## config.mk

```make
export PLATFORM = sky130hd
export DESIGN_NAME = perf_counter_bank
export DESIGN_NICKNAME = d
export VERILOG_FILES = /design/src/rtl/perf_counter_pkg.sv /design/src/rtl/perf_counter_slice.sv /design/src/rtl/perf_counter_bank.sv
export SDC_FILE = /design/constraint.sdc
export NUM_CORES = 2
export LEC_CHECK = 0
export ABC_AREA = 1
export CAP_MARGIN = 0
export CORE_MARGIN = 2
export CORE_UTILIZATION = 45
export CTS_CLUSTER_DIAMETER = 80
export CTS_CLUSTER_SIZE = 12
export DETAILED_ROUTE_END_ITERATION = 12
export PLACE_DENSITY = 0.59
export SLEW_MARGIN = 20
export SYNTH_ARGS = -nofsm -noshare
export SYNTH_HDL_FRONTEND = slang
export SYNTH_SLANG_ARGS = --single-unit
```

## constraint.sdc

```tcl
create_clock -name clk -period 36.7 [get_ports clk]
set_input_delay 7.34 -clock clk [delete_from_list [all_inputs] [get_ports clk]]
set_output_delay 7.34 -clock clk [all_outputs]
set_load 0.1 [all_outputs]
```

## src/rtl/perf_counter_pkg.sv

```systemverilog
// perf_counter_pkg: shared config type and mode encodings for the perf counter bank
package perf_counter_pkg;
  localparam int EVT_SEL_MAX_W = 8;
  localparam logic MODE_LEVEL = 1'b0;
  localparam logic MODE_EDGE = 1'b1;
  localparam logic OVF_WRAP = 1'b0;
  localparam logic OVF_SAT = 1'b1;
  typedef struct packed {
    logic [EVT_SEL_MAX_W-1:0] evt_sel;
    logic edge_mode;
    logic sat;
    logic en;
  } cnt_cfg_t;
  localparam cnt_cfg_t CFG_RESET = '{evt_sel: '0, edge_mode: MODE_LEVEL, sat: OVF_WRAP, en: 1'b0};
endpackage

```

## src/rtl/perf_counter_slice.sv

```systemverilog
// perf_counter_slice: one programmable event counter with overflow flag and shadow
module perf_counter_slice
  import perf_counter_pkg::*;
#(
  parameter int CNT_WIDTH = 32,
  parameter int NUM_EVENTS = 16,
  parameter int EVT_SEL_W = 4
) (
  input  logic                  clk,
  input  logic                  rst,
  input  logic [NUM_EVENTS-1:0] event_i,
  input  logic [NUM_EVENTS-1:0] prev_i,
  input  logic                  global_en_i,
  input  logic                  cfg_we_i,
  input  logic [EVT_SEL_W-1:0]  cfg_evt_sel_i,
  input  logic                  cfg_edge_i,
  input  logic                  cfg_sat_i,
  input  logic                  cfg_en_i,
  input  logic                  clr_i,
  input  logic                  ovf_clr_i,
  input  logic                  snap_i,
  output logic [CNT_WIDTH-1:0]  count_o,
  output logic [CNT_WIDTH-1:0]  shadow_o,
  output logic                  ovf_o
);
  cnt_cfg_t cfg_q, cfg_d;
  logic [CNT_WIDTH-1:0] cnt_q, cnt_d, shadow_q, shadow_d;
  logic ovf_q, ovf_d;
  logic [EVT_SEL_W-1:0] sel;
  logic hit, at_max;
  always_comb begin
    sel = cfg_q.evt_sel[EVT_SEL_W-1:0];
    // edge mode compares against last cycle's sample, so a line already high never counts
    hit = global_en_i & cfg_q.en & (32'(cfg_q.evt_sel) < NUM_EVENTS) & event_i[sel]
        & ((cfg_q.edge_mode != MODE_EDGE) | ~prev_i[sel]);
    at_max = &cnt_q;
    cnt_d = clr_i ? '0 : !hit ? cnt_q : !at_max ? cnt_q + CNT_WIDTH'(1) : cfg_q.sat == OVF_SAT ? cnt_q : '0;
    ovf_d = (hit & at_max & ~clr_i) | (ovf_q & ~ovf_clr_i);
    shadow_d = snap_i ? cnt_q : shadow_q;
    cfg_d = cfg_we_i ? cnt_cfg_t'{evt_sel: EVT_SEL_MAX_W'(cfg_evt_sel_i), edge_mode: cfg_edge_i,
                                  sat: cfg_sat_i, en: cfg_en_i} : cfg_q;
  end
  always_ff @(posedge clk or posedge rst) begin
    if (rst) begin
      cfg_q <= CFG_RESET;
      cnt_q <= '0;
      shadow_q <= '0;
      ovf_q <= 1'b0;
    end else begin
      cfg_q <= cfg_d;
      cnt_q <= cnt_d;
      shadow_q <= shadow_d;
      ovf_q <= ovf_d;
    end
  end
  assign count_o = cnt_q;
  assign shadow_o = shadow_q;
  assign ovf_o = ovf_q;
endmodule

```

## src/rtl/perf_counter_bank.sv

```systemverilog
// perf_counter_bank: bank of run-time routable event counters with snapshot, read port and overflow irq
module perf_counter_bank
  import perf_counter_pkg::*;
#(
  parameter int CNT_WIDTH = 32,
  parameter int NUM_COUNTERS = 8,
  parameter int NUM_EVENTS = 16,
  parameter int EVT_SEL_W = $clog2(NUM_EVENTS),
  parameter int IDX_W = (NUM_COUNTERS > 1) ? $clog2(NUM_COUNTERS) : 1
) (
  input  logic                    clk,
  input  logic                    rst,
  input  logic [NUM_EVENTS-1:0]   event_in,
  input  logic                    global_en,
  input  logic                    cfg_we,
  input  logic [IDX_W-1:0]        cfg_idx,
  input  logic [EVT_SEL_W-1:0]    cfg_evt_sel,
  input  logic                    cfg_edge,
  input  logic                    cfg_sat,
  input  logic                    cfg_en,
  input  logic [NUM_COUNTERS-1:0] clr_mask,
  input  logic [NUM_COUNTERS-1:0] ovf_clr_mask,
  input  logic                    snap,
  input  logic                    rd_req,
  input  logic [IDX_W-1:0]        rd_idx,
  input  logic                    rd_shadow,
  output logic                    rd_valid,
  output logic [CNT_WIDTH-1:0]    rd_data,
  output logic [NUM_COUNTERS-1:0] ovf_flags,
  input  logic [NUM_COUNTERS-1:0] ovf_irq_en,
  output logic                    irq
);
  logic [NUM_EVENTS-1:0] prev_q;
  logic [CNT_WIDTH-1:0] cnt [NUM_COUNTERS];
  logic [CNT_WIDTH-1:0] shadow [NUM_COUNTERS];
  logic rd_valid_q, irq_q, irq_d;
  logic [CNT_WIDTH-1:0] rd_data_q, rd_data_d;
  for (genvar i = 0; i < NUM_COUNTERS; i++) begin : g_slice
    perf_counter_slice #(
      .CNT_WIDTH (CNT_WIDTH),
      .NUM_EVENTS(NUM_EVENTS),
      .EVT_SEL_W (EVT_SEL_W)
    ) u_slice (
      .clk          (clk),
      .rst          (rst),
      .event_i      (event_in),
      .prev_i       (prev_q),
      .global_en_i  (global_en),
      .cfg_we_i     (cfg_we && (cfg_idx == IDX_W'(i))),
      .cfg_evt_sel_i(cfg_evt_sel),
      .cfg_edge_i   (cfg_edge),
      .cfg_sat_i    (cfg_sat),
      .cfg_en_i     (cfg_en),
      .clr_i        (clr_mask[i]),
      .ovf_clr_i    (ovf_clr_mask[i]),
      .snap_i       (snap),
      .count_o      (cnt[i]),
      .shadow_o     (shadow[i]),
      .ovf_o        (ovf_flags[i])
    );
  end
  always_comb begin
    rd_data_d = !rd_req ? rd_data_q : (32'(rd_idx) >= NUM_COUNTERS) ? '0 : rd_shadow ? shadow[rd_idx] : cnt[rd_idx];
    irq_d = |(ovf_flags & ovf_irq_en);
  end
  always_ff @(posedge clk or posedge rst) begin
    if (rst) begin
      prev_q <= '0;
      rd_valid_q <= 1'b0;
      rd_data_q <= '0;
      irq_q <= 1'b0;
    end else begin
      prev_q <= event_in;
      rd_valid_q <= rd_req;
      rd_data_q <= rd_data_d;
      irq_q <= irq_d;
    end
  end
  assign rd_valid = rd_valid_q;
  assign rd_data = rd_data_q;
  assign irq = irq_q;
endmodule

```

==> reports/qor.csv <==
metric,value,unit
multi_input_area,19700,um2
cp_num_buf_inv,1,
crit_type,reg2out,
fp.dieH,297,um
regArea,15700,um2
clock_latency,0.67,ns
vias,38000,
die_w,297,um
track_usage,32.9,%
hold_end,g_slice[2].u_slice.cfg_q[2]$_DFFE_PP0P_,
io_pins,102,
synth-seq-cells,626,
wl_per_cell,22.3,um
dp_hpwl,106000,um
critPathMaxFanout,3,
tns,0,ns
crit_family,buffers and inverters,
hold_class,reg2reg,
reg2regPathDepth,13,
clk_pin_slew,0.07,ns
drive_gt1_share,3.72,%
cts_root_buffer,clkbuf_16,
critPathCaptureType,primary output,
worstPathCellList,clkdlybuf4s50_1,
cts_resized,0,
yosys.area.top_type_share,40.5,%
area_growth,7.22,%
initial_utilization,45.4,%
synth_flop_cell,dfrtp_1,
status,finished clean,
route.detailed.drc,0,
critical_path.slowest_cell,clkdlybuf4s50_1,
grt-ovfl-total,0,
cts.path.max_buffers,3,
r2r_end,g_slice[6].u_slice.count_o[5]$_DFFE_PP0P_,
cts_tree,done,
h-tree-depth,2,
gp_congestion,0.980,
cellPowerDensity,39.9,nW/um2
dr.pass1.iters,6,
nets,5546,
fin_crit_sh,26.9,%
async_reset_ff_share,100,%
maxCapViolCount,0,
io_buffers,101,
syn_nets,5692,
final_cell_mix,"1,388 x nand2_1, 818 x nor2_1, 629 x nand3_1, 626 x dfrtp_1, 432 x o21ai_0",
crit_path_max_incr_delay,1.23,ns
initialDrtViolationCount,4722,
die-area,88300,um2
cts_buffers,60,
p_leak,0.0181,uW
coreArea,85100,um2
max-slew-margin-rel,26.1,%
finClkSkew,0.0273,ns
setup_viol,0,
finalHoldViolations,0,
grt_pass1_vias,34600,
crit_path_start_kind,flip-flop,
synth_top_area_cell,dfrtp_1,
worst_pin_slew,1.11,ns
syn_inst,5624,
wirelength,148000,um
ir_worst_vdd,39.0,uV
grt_antenna_before_repair,3,
grt_first_pass_wirelength,224000,um
ys_seq_area_share,40.5,%
dp_cells,6560,
rsz0062_at_grt,no,
yosysWarnings,0,
clock-sinks,626,
post_cts_buffers,0,
reg2reg_from,g_slice[6].u_slice.cfg_q[3]$_DFFE_PP0P_,
syn_avg_cell_area,6.88,um2
arrival,2.54,ns
syn_area,38700,um2
drtAntennaViolNets,0,
worstPathRequired,29.36,ns
synth.distinct_cells,45,
max_freq,101,MHz
grt_max_degree,228,
layout_commonest_cell,nand2_1,
synth_area_leaders,"dfrtp_1 41%, nand2_1 13%, nand3_1 8.1%, nor2_1 7.9%, o21ai_0 5.6%",
synth_edf_count,0,
whs_path_depth,2,
cts_hold_buf,0,
r2r_slack,33.25,ns
rows,107,
finalCriticalPeriod,9.88,ns
n_fill_cell,8774,
hold_start,g_slice[2].u_slice.cfg_q[2]$_DFFE_PP0P_,
viasPerCell,5.72,
fin_cells,6637,
maxSlewViolCount,0,
[cell families after synthesis]
logic type	share of synthesized area (%)
and+or+nand+nor	33.8
DFF	40.5
adders and majority gates	0.259
AOI/OAI and AO/OA	12.6
buffers and inverters	8.47
muxes	0.844
xor gates and xnor gates	3.44
[worst max path at each step]
stage / endpoint / cells past startpoint / slack [ns] / from
floorplan: g_slice[0].u_slice.cfg_q[0]$_DFFE_PP0P_ / 1 / 11.83 / rst
global route: g_slice[4].u_slice.count_o[31]$_DFFE_PP0P_ / 4 / 26.57 / rst
global placement: g_slice[6].u_slice.count_o[29]$_DFFE_PP0P_ / 10 / 26.23 / global_en
detailed placement: g_slice[6].u_slice.count_o[19]$_DFFE_PP0P_ / 10 / 26.20 / global_en
CTS: ovf_flags[5] / 1 / 26.76 / g_slice[5].u_slice.ovf_o$_DFF_PP0_
finish: ovf_flags[5] / 1 / 26.82 / g_slice[5].u_slice.ovf_o$_DFF_PP0_
[synthesized netlist by cell type, types with 2 or more instances]
library cell,number
xor2_1,138
inv_1,434
nor3_1,135
nand3_2,12
nor2_1,818
o21ai_1,2
nand2_4,5
mux2_2,29
a211oi_1,4
nand4_1,48
buf_4,27
buf_1,32
o21ai_0,432
buf_6,16
o22ai_1,14
buf_2,58
clkinv_1,6
nor3b_1,10
xnor2_1,14
a21oi_1,352
nor4_1,3
nor3_2,8
nand3_1,629
nor2_2,10
o211ai_1,39
o221ai_1,35
nand2_1,1388
and3_1,3
nand4_2,2
dfrtp_1,626
ha_1,8
clkbuf_1,208
nand3b_1,8
nand2_2,9
inv_2,12
and2_1,6
nor2_4,4
a31oi_1,32
a221oi_1,2
[through the flow]
step	hold WS (ns)	cell area (um2)	util [%]	power, uW	setup slack (ns)
CTS	0.488	41500	48.7	1660	26.76
global placement	0.467	39800	46.8	1080	26.23
finish	0.483	41500	48.7	1660	26.82
global route	0.508	41500	48.7	1720	26.57
detailed placement	0.473	39800	46.8	1080	26.20
floorplan	0.453	38700	-	986	11.83
[per-layer routing]
metal,global-route usage [%],wire length [um]
met5,0,0
met4,15.4,7990
met3,5.01,11800
met2,48.5,62900
met1,47.3,65400
[state kept, by name, summed over array words and instances (netlist names)]
signal and cells:
rd_valid 1, g_slice.u_slice.count_o 256, irq 1, g_slice.u_slice.shadow_o 256, g_slice.u_slice.ovf_o 8, rd_data 32
g_slice.u_slice.cfg_q 56, prev_q 16
[final cells by class]
| type | count | share of cell area, % |
|---|---|---|
| sequential | 626 | 37.8 |
| tap | 1144 | 3.45 |
| clock inverter | 7 | 0.193 |
| inverter | 452 | 4.13 |
| timing repair buffer | 134 | 3.07 |
| clock buffer | 67 | 3.76 |
| multi-input combinational | 4204 | 47.6 |
| antenna | 3 | 0.0181 |
[report_power, final]
| group | leakage (uW) | internal (uW) | switching [uW] |
|---|---|---|---|
| Combinational | 0.00901 | 78.8 | 217 |
| Clock | 0.000802 | 304 | 282 |
| Sequential | 0.00825 | 727 | 48.1 |
| Total | 0.0181 | 1110 | 547 |
[worst min-delay path, stage by stage (launching register included)]
cell     delay, ns
dfrtp_1       0.34
nand2_1       0.05
o21ai_0       0.06
No activity file was read; power rests on OpenSTA's default activity.
